<file path="src/rtl/led_pattern_ctrl_pkg.sv">
// Shared mode codes and FSM state encoding for the LED pattern sequencer.
package led_ctrl_pkg;

    localparam logic [1:0] MODE_CHASE  = 2'd0;
    localparam logic [1:0] MODE_BOUNCE = 2'd1;
    localparam logic [1:0] MODE_FILL   = 2'd2;
    localparam logic [1:0] MODE_BLINK  = 2'd3;

    typedef enum logic {
        ST_IDLE = 1'b0,
        ST_RUN  = 1'b1
    } state_t;

endpackage

</file>
<file path="src/rtl/led_pattern_ctrl_if.sv">
// Command channel into the LED sequencer: valid/ready plus the command fields.
interface led_pattern_ctrl_if #(
    parameter int PERIOD_W = 32,
    parameter int COUNT_W  = 8
);
    logic                valid;
    logic                ready;
    logic [1:0]          mode;
    logic [PERIOD_W-1:0] period;
    logic [COUNT_W-1:0]  count;

    modport master (output valid, output mode, output period, output count, input ready);
    modport slave  (input valid, input mode, input period, input count, output ready);
endinterface

</file>
<file path="src/rtl/led_tick_gen.sv">
// Step prescaler: fires o_tick once every i_period enabled cycles, idles at zero when disabled.
module led_tick_gen #(
    parameter int PERIOD_W = 32
) (
    input  logic                i_clk,
    input  logic                i_reset,
    input  logic                i_enable,
    input  logic [PERIOD_W-1:0] i_period,
    output logic                o_tick
);

    logic [PERIOD_W-1:0] count_q;
    logic                at_end;

    // i_period is never zero while enabled, so period-1 cannot underflow in use.
    assign at_end = (count_q == i_period - PERIOD_W'(1));
    assign o_tick = i_enable && at_end;

    always_ff @(posedge i_clk or posedge i_reset) begin
        if (i_reset) begin
            count_q <= '0;
        end else if (!i_enable || at_end) begin
            count_q <= '0;
        end else begin
            count_q <= count_q + PERIOD_W'(1);
        end
    end

endmodule

</file>
<file path="src/rtl/led_pattern_ctrl.sv">
// LED bank sequencer: accepts one command, animates chase/bounce/fill/blink for N passes, then blanks.
module led_pattern_ctrl
    import led_ctrl_pkg::*;
#(
    parameter int WIDTH    = 8,
    parameter int PERIOD_W = 32,
    parameter int COUNT_W  = 8
) (
    input  logic                i_clk,
    input  logic                i_reset,
    led_pattern_ctrl_if.slave   cmd,
    input  logic                i_abort,
    output logic [WIDTH-1:0]    o_led,
    output logic                o_busy,
    output logic                o_done
);

    localparam int IDX_W = $clog2(WIDTH);
    localparam logic [IDX_W-1:0] IDX_LAST = IDX_W'(WIDTH - 1);

    state_t              state_q, state_d;
    logic [1:0]          mode_q, mode_d;
    logic [PERIOD_W-1:0] period_q, period_d;
    logic [COUNT_W-1:0]  count_q, count_d;
    logic [COUNT_W-1:0]  pass_q, pass_d;
    logic [IDX_W-1:0]    idx_q, idx_d;
    logic                down_q, down_d;
    logic [WIDTH-1:0]    led_d;
    logic                done_d;

    logic                tick;
    logic [WIDTH-1:0]    step_led;
    logic [IDX_W-1:0]    step_idx;
    logic                step_down;
    logic                pass_end;
    logic                last_pass;

    function automatic logic [WIDTH-1:0] onehot(input logic [IDX_W-1:0] idx);
        return WIDTH'(1) << idx;
    endfunction

    // Thermometer of idx+1 ones; the shift overflows to zero at the top so the subtract gives all-ones.
    function automatic logic [WIDTH-1:0] fill_mask(input logic [IDX_W-1:0] idx);
        return (WIDTH'(2) << idx) - WIDTH'(1);
    endfunction

    led_tick_gen #(.PERIOD_W(PERIOD_W)) u_tick (
        .i_clk    (i_clk),
        .i_reset  (i_reset),
        .i_enable (state_q == ST_RUN),
        .i_period (period_q),
        .o_tick   (tick)
    );

    assign cmd.ready = (state_q == ST_IDLE);
    assign o_busy    = (state_q == ST_RUN);
    assign last_pass = (count_q != '0) && (pass_q == count_q - COUNT_W'(1));

    // Next pattern value for the current mode, plus whether this step closes a pass.
    always_comb begin
        step_led  = o_led;
        step_idx  = idx_q;
        step_down = down_q;
        pass_end  = 1'b0;
        case (mode_q)
            MODE_CHASE: begin
                step_idx = (idx_q == IDX_LAST) ? '0 : idx_q + IDX_W'(1);
                step_led = onehot(step_idx);
                pass_end = (idx_q == IDX_LAST);
            end
            MODE_BOUNCE: begin
                if (down_q) begin
                    step_idx  = idx_q - IDX_W'(1);
                    step_down = (step_idx != '0);
                    pass_end  = (step_idx == '0);
                end else begin
                    step_idx  = idx_q + IDX_W'(1);
                    step_down = (step_idx == IDX_LAST);
                end
                step_led = onehot(step_idx);
            end
            MODE_FILL: begin
                step_idx = (idx_q == IDX_LAST) ? '0 : idx_q + IDX_W'(1);
                step_led = fill_mask(step_idx);
                pass_end = (idx_q == IDX_LAST);
            end
            default: begin
                step_led = ~o_led;
                pass_end = (o_led == '0);
            end
        endcase
    end

    always_comb begin
        state_d  = state_q;
        mode_d   = mode_q;
        period_d = period_q;
        count_d  = count_q;
        pass_d   = pass_q;
        idx_d    = idx_q;
        down_d   = down_q;
        led_d    = o_led;
        done_d   = 1'b0;
        case (state_q)
            ST_IDLE: begin
                if (cmd.valid) begin
                    state_d  = ST_RUN;
                    mode_d   = cmd.mode;
                    period_d = (cmd.period == '0) ? PERIOD_W'(1) : cmd.period;
                    count_d  = cmd.count;
                    pass_d   = '0;
                    idx_d    = '0;
                    down_d   = 1'b0;
                    led_d    = (cmd.mode == MODE_BLINK) ? '1 : WIDTH'(1);
                end
            end
            ST_RUN: begin
                // Abort takes priority over a coincident final tick, so no done pulse then.
                if (i_abort) begin
                    state_d = ST_IDLE;
                    led_d   = '0;
                end else if (tick) begin
                    if (pass_end && last_pass) begin
                        state_d = ST_IDLE;
                        led_d   = '0;
                        done_d  = 1'b1;
                    end else begin
                        led_d  = step_led;
                        idx_d  = step_idx;
                        down_d = step_down;
                        if (pass_end && count_q != '0) begin
                            pass_d = pass_q + COUNT_W'(1);
                        end
                    end
                end
            end
            default: state_d = ST_IDLE;
        endcase
    end

    always_ff @(posedge i_clk or posedge i_reset) begin
        if (i_reset) begin
            state_q  <= ST_IDLE;
            mode_q   <= MODE_CHASE;
            period_q <= '0;
            count_q  <= '0;
            pass_q   <= '0;
            idx_q    <= '0;
            down_q   <= 1'b0;
            o_led    <= '0;
            o_done   <= 1'b0;
        end else begin
            state_q  <= state_d;
            mode_q   <= mode_d;
            period_q <= period_d;
            count_q  <= count_d;
            pass_q   <= pass_d;
            idx_q    <= idx_d;
            down_q   <= down_d;
            o_led    <= led_d;
            o_done   <= done_d;
        end
    end

endmodule

</file>
<file path="src/flat_wrapper.sv">
// flat-port wrapper written by rule: the top's interface ports become plain ports
module led_pattern_ctrl_flat import led_ctrl_pkg::*;
#(
    parameter int WIDTH    = 8,
    parameter int PERIOD_W = 32,
    parameter int COUNT_W  = 8
)
  (i_clk, i_reset, i_abort, o_led, o_busy, o_done, cmd_valid, cmd_mode, cmd_period, cmd_count, cmd_ready);
  led_pattern_ctrl_if #(.PERIOD_W(PERIOD_W), .COUNT_W(COUNT_W)) cmd_i ();
  input  logic i_clk;
  input  logic i_reset;
  input  logic i_abort;
  output logic [WIDTH-1:0] o_led;
  output logic o_busy;
  output logic o_done;
  input wire logic [$bits(cmd_i.valid)-1:0] cmd_valid;
  input wire logic [$bits(cmd_i.mode)-1:0] cmd_mode;
  input wire logic [$bits(cmd_i.period)-1:0] cmd_period;
  input wire logic [$bits(cmd_i.count)-1:0] cmd_count;
  output wire logic [$bits(cmd_i.ready)-1:0] cmd_ready;
  assign cmd_i.valid = cmd_valid;
  assign cmd_i.mode = cmd_mode;
  assign cmd_i.period = cmd_period;
  assign cmd_i.count = cmd_count;
  assign cmd_ready = cmd_i.ready;
  led_pattern_ctrl #(.WIDTH(WIDTH), .PERIOD_W(PERIOD_W), .COUNT_W(COUNT_W)) u_core (.i_clk(i_clk), .i_reset(i_reset), .cmd(cmd_i), .i_abort(i_abort), .o_led(o_led), .o_busy(o_busy), .o_done(o_done));
endmodule
</file>
<file path="config.mk">
export PLATFORM = sky130hd
export DESIGN_NAME = led_pattern_ctrl_flat
export DESIGN_NICKNAME = d
export VERILOG_FILES = /design/src/rtl/led_pattern_ctrl_pkg.sv /design/src/rtl/led_pattern_ctrl_if.sv /design/src/rtl/led_tick_gen.sv /design/src/rtl/led_pattern_ctrl.sv /design/src/flat_wrapper.sv
export SDC_FILE = /design/constraint.sdc
export NUM_CORES = 1
export LEC_CHECK = 0
export CELL_PAD_IN_SITES_DETAIL_PLACEMENT = 1
export CELL_PAD_IN_SITES_GLOBAL_PLACEMENT = 2
export CORE_MARGIN = 1.5
export CORE_UTILIZATION = 36
export CTS_CLUSTER_DIAMETER = 120
export DETAILED_ROUTE_END_ITERATION = 12
export GPL_TIMING_DRIVEN = 0
export PLACE_DENSITY = 0.91
export REMOVE_ABC_BUFFERS = 1
export SLEW_MARGIN = 20
export SYNTH_ARGS = -nofsm -noshare
export SYNTH_HDL_FRONTEND = slang
export SYNTH_HIERARCHICAL = 1
export SYNTH_SLANG_ARGS = --single-unit
</file>
<file path="constraint.sdc">
create_clock -name i_clk -period 4.58 [get_ports i_clk]
set_clock_uncertainty 0.1 [all_clocks]
set_input_delay 0.458 -clock i_clk [delete_from_list [all_inputs] [get_ports i_clk]]
set_output_delay 0.458 -clock i_clk [all_outputs]
set_load 0.1 [all_outputs]
</file>
==> impl_summary.md, run 1 <==
Run status
The flow ran to the end, and the final reports show no timing, DRC or antenna violations.

Drt
The detailed-routing iteration count for the pre-antenna-repair pass is 4. The average wire length per cell after detail routing is 16.82 um. The total wire length after detailed routing is 17660 um. For this run, design rule violations remaining after detail routing come to 0. Using the TritonRoute via totals, the vias-per-cell ratio works out to 5.378. The count of antenna-violating nets left after detailed routing is 0. The initial DRC count is 206.

The final route contains 5647 vias.

Worst setup path
The most used cell along the critical path is nand4_1. Together, buffers and inverters on the worst path number 1. Traced cell by cell, the critical path runs through or4_4, or3b_1, nor2_1, a21oi_1, nor4_1, nand4_1, nor3_1, and3_1, inv_1, nor3_4, nand4_1, a211oi_1, xor2_1, and2_1.

The maximum single-stage delay on the critical path is 590 ps. The startpoint class of the critical path is a flip-flop. The largest fanout on the critical path is 8. In this run the critical register-to-register path is launched from u_core/period_q[17].

The cell at the slowest stage of the critical path is or4_4. The worst setup path is captured at a flip-flop. The endpoint identified for the worst register-to-register timing path is u_core/pass_q[5]. The number of cell instances on the worst register-to-register path is 14. The type of the worst setup path is reg2reg. Across all register-to-register paths, the minimum setup slack is 290 ps.

The arrival time of data at the critical path endpoint is 4440 ps. The data required time of the critical path is 4730 ps. Among cell families on the critical path, the largest total delay comes from simple AND/OR/NAND/NOR gates.

Final layout
The count of fill cells added during filler insertion is 2066. For this run, the post-layout net count is 879. The repair_antennas step left the layout with diodes totalling 0. At the end of the flow the core is filled with cells to 0.4405. In the final layout, the share of cells above drive strength 1 is 0.09576. The signed area change from the synthesized netlist to the final layout is 18.96%.

The final instance area is 0.007646 mm^2. For this run, the number of standard cells in the final layout without fillers is 1050.

Job
Max-cap violations in this run came to 0.

Die
The floorplan step defined a core boundary enclosing 0.01736 mm^2. The die is 136.6 um wide. The initial utilization of the core area, before any placement, comes to 0.3703. The number of cell rows is 48. Measured along the y axis, the die boundary spans 136.6 um. The total die area is 0.01867 mm^2. The I/O pin count is 57.

Placed design
The number of placed instances, taps included is 1027. The HPWL reported at the end of detailed placement is 13420 um. Port buffering added 56 buffers. The weighted congestion at the end of routability-driven global placement is 0.8450. In this run the cell area measured after placement is 0.007243 mm^2.

STA
The count of final hold-check violations is 0. Setup repair after global routing left no endpoint under its margin. Adding up every negative setup slack in the final design gives 0 ps. Subtracting the final worst setup slack from the clock period gives 4295 ps. Timing would allow up to 232.8 MHz. Setup violations remaining at the end of the flow were counted as 0. The number of max-slew violations in the final report is 0. Hold is met by 343.2 ps. Of the available clock period, the critical path in the final layout requires 0.9378. The worst relative slew slack is 0.3426. For the pin with the worst max-slew slack, the measured transition is 983.0 ps.

GRT
The first-pass GRT wire length is 29790 um. Entering global routing, the biggest net connects 45 pins. In the global route stage, met2 resource usage came out at 0.3526. For met1 alone, demand over resource in global routing was 0.2617.

The number of global-route vias before repair is 5871. The global routing usage on met3 is 0.03556. The aggregate global routing overflow is 0.

The number of antenna violations at the first check in global routing is 0. The global routing stage identified its most utilized layer as met2. In the global route stage, overall resource usage came out at 0.2027.

Worst hold path
The worst min-delay path category is in2async.

Yosys
The commonest register cell after synthesis is dfrtp_1. The mean post-synth cell area is 8.336 um^2. The mapped netlist covers 0.006427 mm^2. The number of enable flip-flop cells after synthesis is 0.

The async set or reset register ratio after synthesis is 1.000. The number of library cell types mapped by synthesis is 75. Counting every instance in the synthesized netlist gives 771. During synthesis, Yosys emitted a total of 6 warnings. The sequential cell area fraction in the yosys report is 0.3738. Counting flops and latches in the post-synthesis netlist gives 96.

CTS
The later-pin clock latency in the skew report is 360 ps. Counting the buffers created by CTS gives 9. TritonCTS built the clock tree. The H-tree depth is 3. The tree is rooted in a clkbuf_16. The buffer depth of the longest clock path is 2. The count of clock tree sinks is 96. The clock transition time at the flip-flop clock pins of the worst setup and hold paths is 70 ps. For this design, the CTS-stage hold fixing added 0 buffers.

Power
The ratio of total power to cell area is 365.3 mW/mm^2. Summed over all cells, the static leakage comes to 0.003217 uW. The maximum VDD drop is 0.2359 mV.
-- worst register-to-register path, stage by stage (launching register included) --
cell and delay (ps):
dfrtp_1 460, or4_4 600, or3b_1 510, nor2_1 140
a21oi_1 80, nor4_1 320, nand4_1 240, nor3_1 290
and3_1 320, inv_1 120, nor3_4 340, nand4_1 150
a211oi_1 260, xor2_1 100, and2_1 170
-- Yosys cell counts, types with 3 or more instances --
master,count,share of area
or2_2,4,0.0039
nor2_2,20,0.019
and3_1,15,0.015
or4_1,7,0.0082
nand2_1,168,0.098
inv_1,20,0.012
a21boi_0,3,0.0035
or3_1,3,0.0029
nor2_1,67,0.039
nor4_1,15,0.015
a31oi_1,11,0.011
o21ai_0,22,0.017
ha_1,13,0.025
buf_6,3,0.0053
mux2i_1,8,0.012
a32o_1,4,0.0062
a211oi_1,6,0.0070
nor4_2,4,0.0078
nor3_1,15,0.012
nor2b_1,11,0.011
buf_2,4,0.0031
nand3b_1,5,0.0058
nor4b_1,3,0.0041
dfrtp_1,96,0.37
nand3_1,22,0.017
o211ai_1,6,0.0070
a22oi_1,3,0.0035
xnor2_1,42,0.057
nand2b_1,12,0.012
nand4_1,20,0.019
and2_1,4,0.0039
clkbuf_1,24,0.014
xor2_1,35,0.048
nor3b_1,4,0.0047
a21oi_1,18,0.014
o31ai_1,3,0.0035
-- cell type report --
cell class                      instances  area (um^2)  area share
Timing Repair Buffer                   70        725.7     0.09491
Multi-Input combinational cell        622         3851      0.5037
Clock inverter                          7        78.83     0.01031
Inverter                               21        81.33     0.01064
Tap cell                              225        281.5     0.03682
Sequential cell                        96         2402      0.3142
Clock buffer                            9        225.2     0.02946
-- registers in the layout (all words and copies together) (netlist names) --
signal,flops
u_core/o_busy,1
u_core/down_q,1
u_core/mode_q,2
u_core/idx_q,3
u_core/o_done,1
u_core/pass_q,8
u_core/count_q,8
u_core/o_led,8
u_core/u_tick/count_q,32
u_core/period_q,32
-- routing by layer --
layer,routed length (um),vias up
met3,326,15
met1,8264,2808
met4,236,0
li1,-,2777
met5,0,-
met2,8836,47
-- placed cells by master, fill, tap and decap left out, types with 6 or more instances in the layout --
| cell type | Yosys | routed |
|---|---|---|
| nand2_1 | 168 | 167 |
| dfrtp_1 | 96 | 96 |
| nor2_1 | 67 | 67 |
| clkdlybuf4s50_1 | 0 | 56 |
| xnor2_1 | 42 | 42 |
| xor2_1 | 35 | 35 |
| o21ai_0 | 22 | 22 |
| nand3_1 | 22 | 21 |
| nand4_1 | 20 | 20 |
| nor2_2 | 20 | 20 |
| inv_1 | 20 | 18 |
| a21oi_1 | 18 | 18 |
| nor3_1 | 15 | 15 |
| and3_1 | 15 | 15 |
| nor4_1 | 15 | 14 |
| ha_1 | 13 | 13 |
| nand2b_1 | 12 | 12 |
| a31oi_1 | 11 | 11 |
| nor2b_1 | 11 | 10 |
| clkbuf_16 | 0 | 9 |
| buf_4 | 1 | 9 |
| mux2i_1 | 8 | 8 |
| or4_1 | 7 | 7 |
| o211ai_1 | 6 | 6 |
| a211oi_1 | 6 | 6 |
-- through the flow --
| stage | setup WS, ps | power, uW |
|---|---|---|
| 2_1_floorplan | 305.6 | 1711 |
| 3_3_place_gp | -599.0 | 1967 |
| 3_5_place_dp | -344.4 | 2005 |
| 4_1_cts | 11.19 | 2807 |
| 5_1_grt | 9.464 | 2959 |
| 6_report | 285.0 | 2793 |
-- logic make-up after synthesis --
logic type / synth area share
AO/OA/AOI/OAI: 0.1277
buffers and inverters: 0.03582
XOR/XNOR: 0.1049
multiplexers: 0.01421
AND/OR/NAND/NOR: 0.3183
flip-flops: 0.3738
adder cells (fa/ha/maj): 0.02531
-- power by group --
group	internal, uW	leakage (uW)	switching (uW)
logic	331	0.00183	534
registers	946	0.00125	192
clock network	428	0.000139	360
total	1710	0.00322	1090
-- worst max path at each step --
stage,startpoint,to,cells past startpoint
floorplan,u_core/o_busy,u_core/pass_q[6],6
global placement,u_core/period_q[0],u_core/u_tick/count_q[31],10
detailed placement,u_core/period_q[0],u_core/pass_q[5],16
CTS,u_core/period_q[0],u_core/pass_q[5],16
global route,u_core/period_q[11],u_core/pass_q[5],14
finish,u_core/period_q[17],u_core/pass_q[5],14
-- repair_timing --
action / in CTS / in global routing
pin swaps: 0 / 4
endpoints found under the setup margin: 8 / 6
resized for setup: 2 / 5
buffers inserted: 0 / 7
Power figures use the tool's default switching activity.
==> run 2: changes to the inputs <==
CTS_CLUSTER_DIAMETER = 100   (was 120)
==> results of run 2 <==
The final DEF is identical to that of run 1; final timing and power are the same.
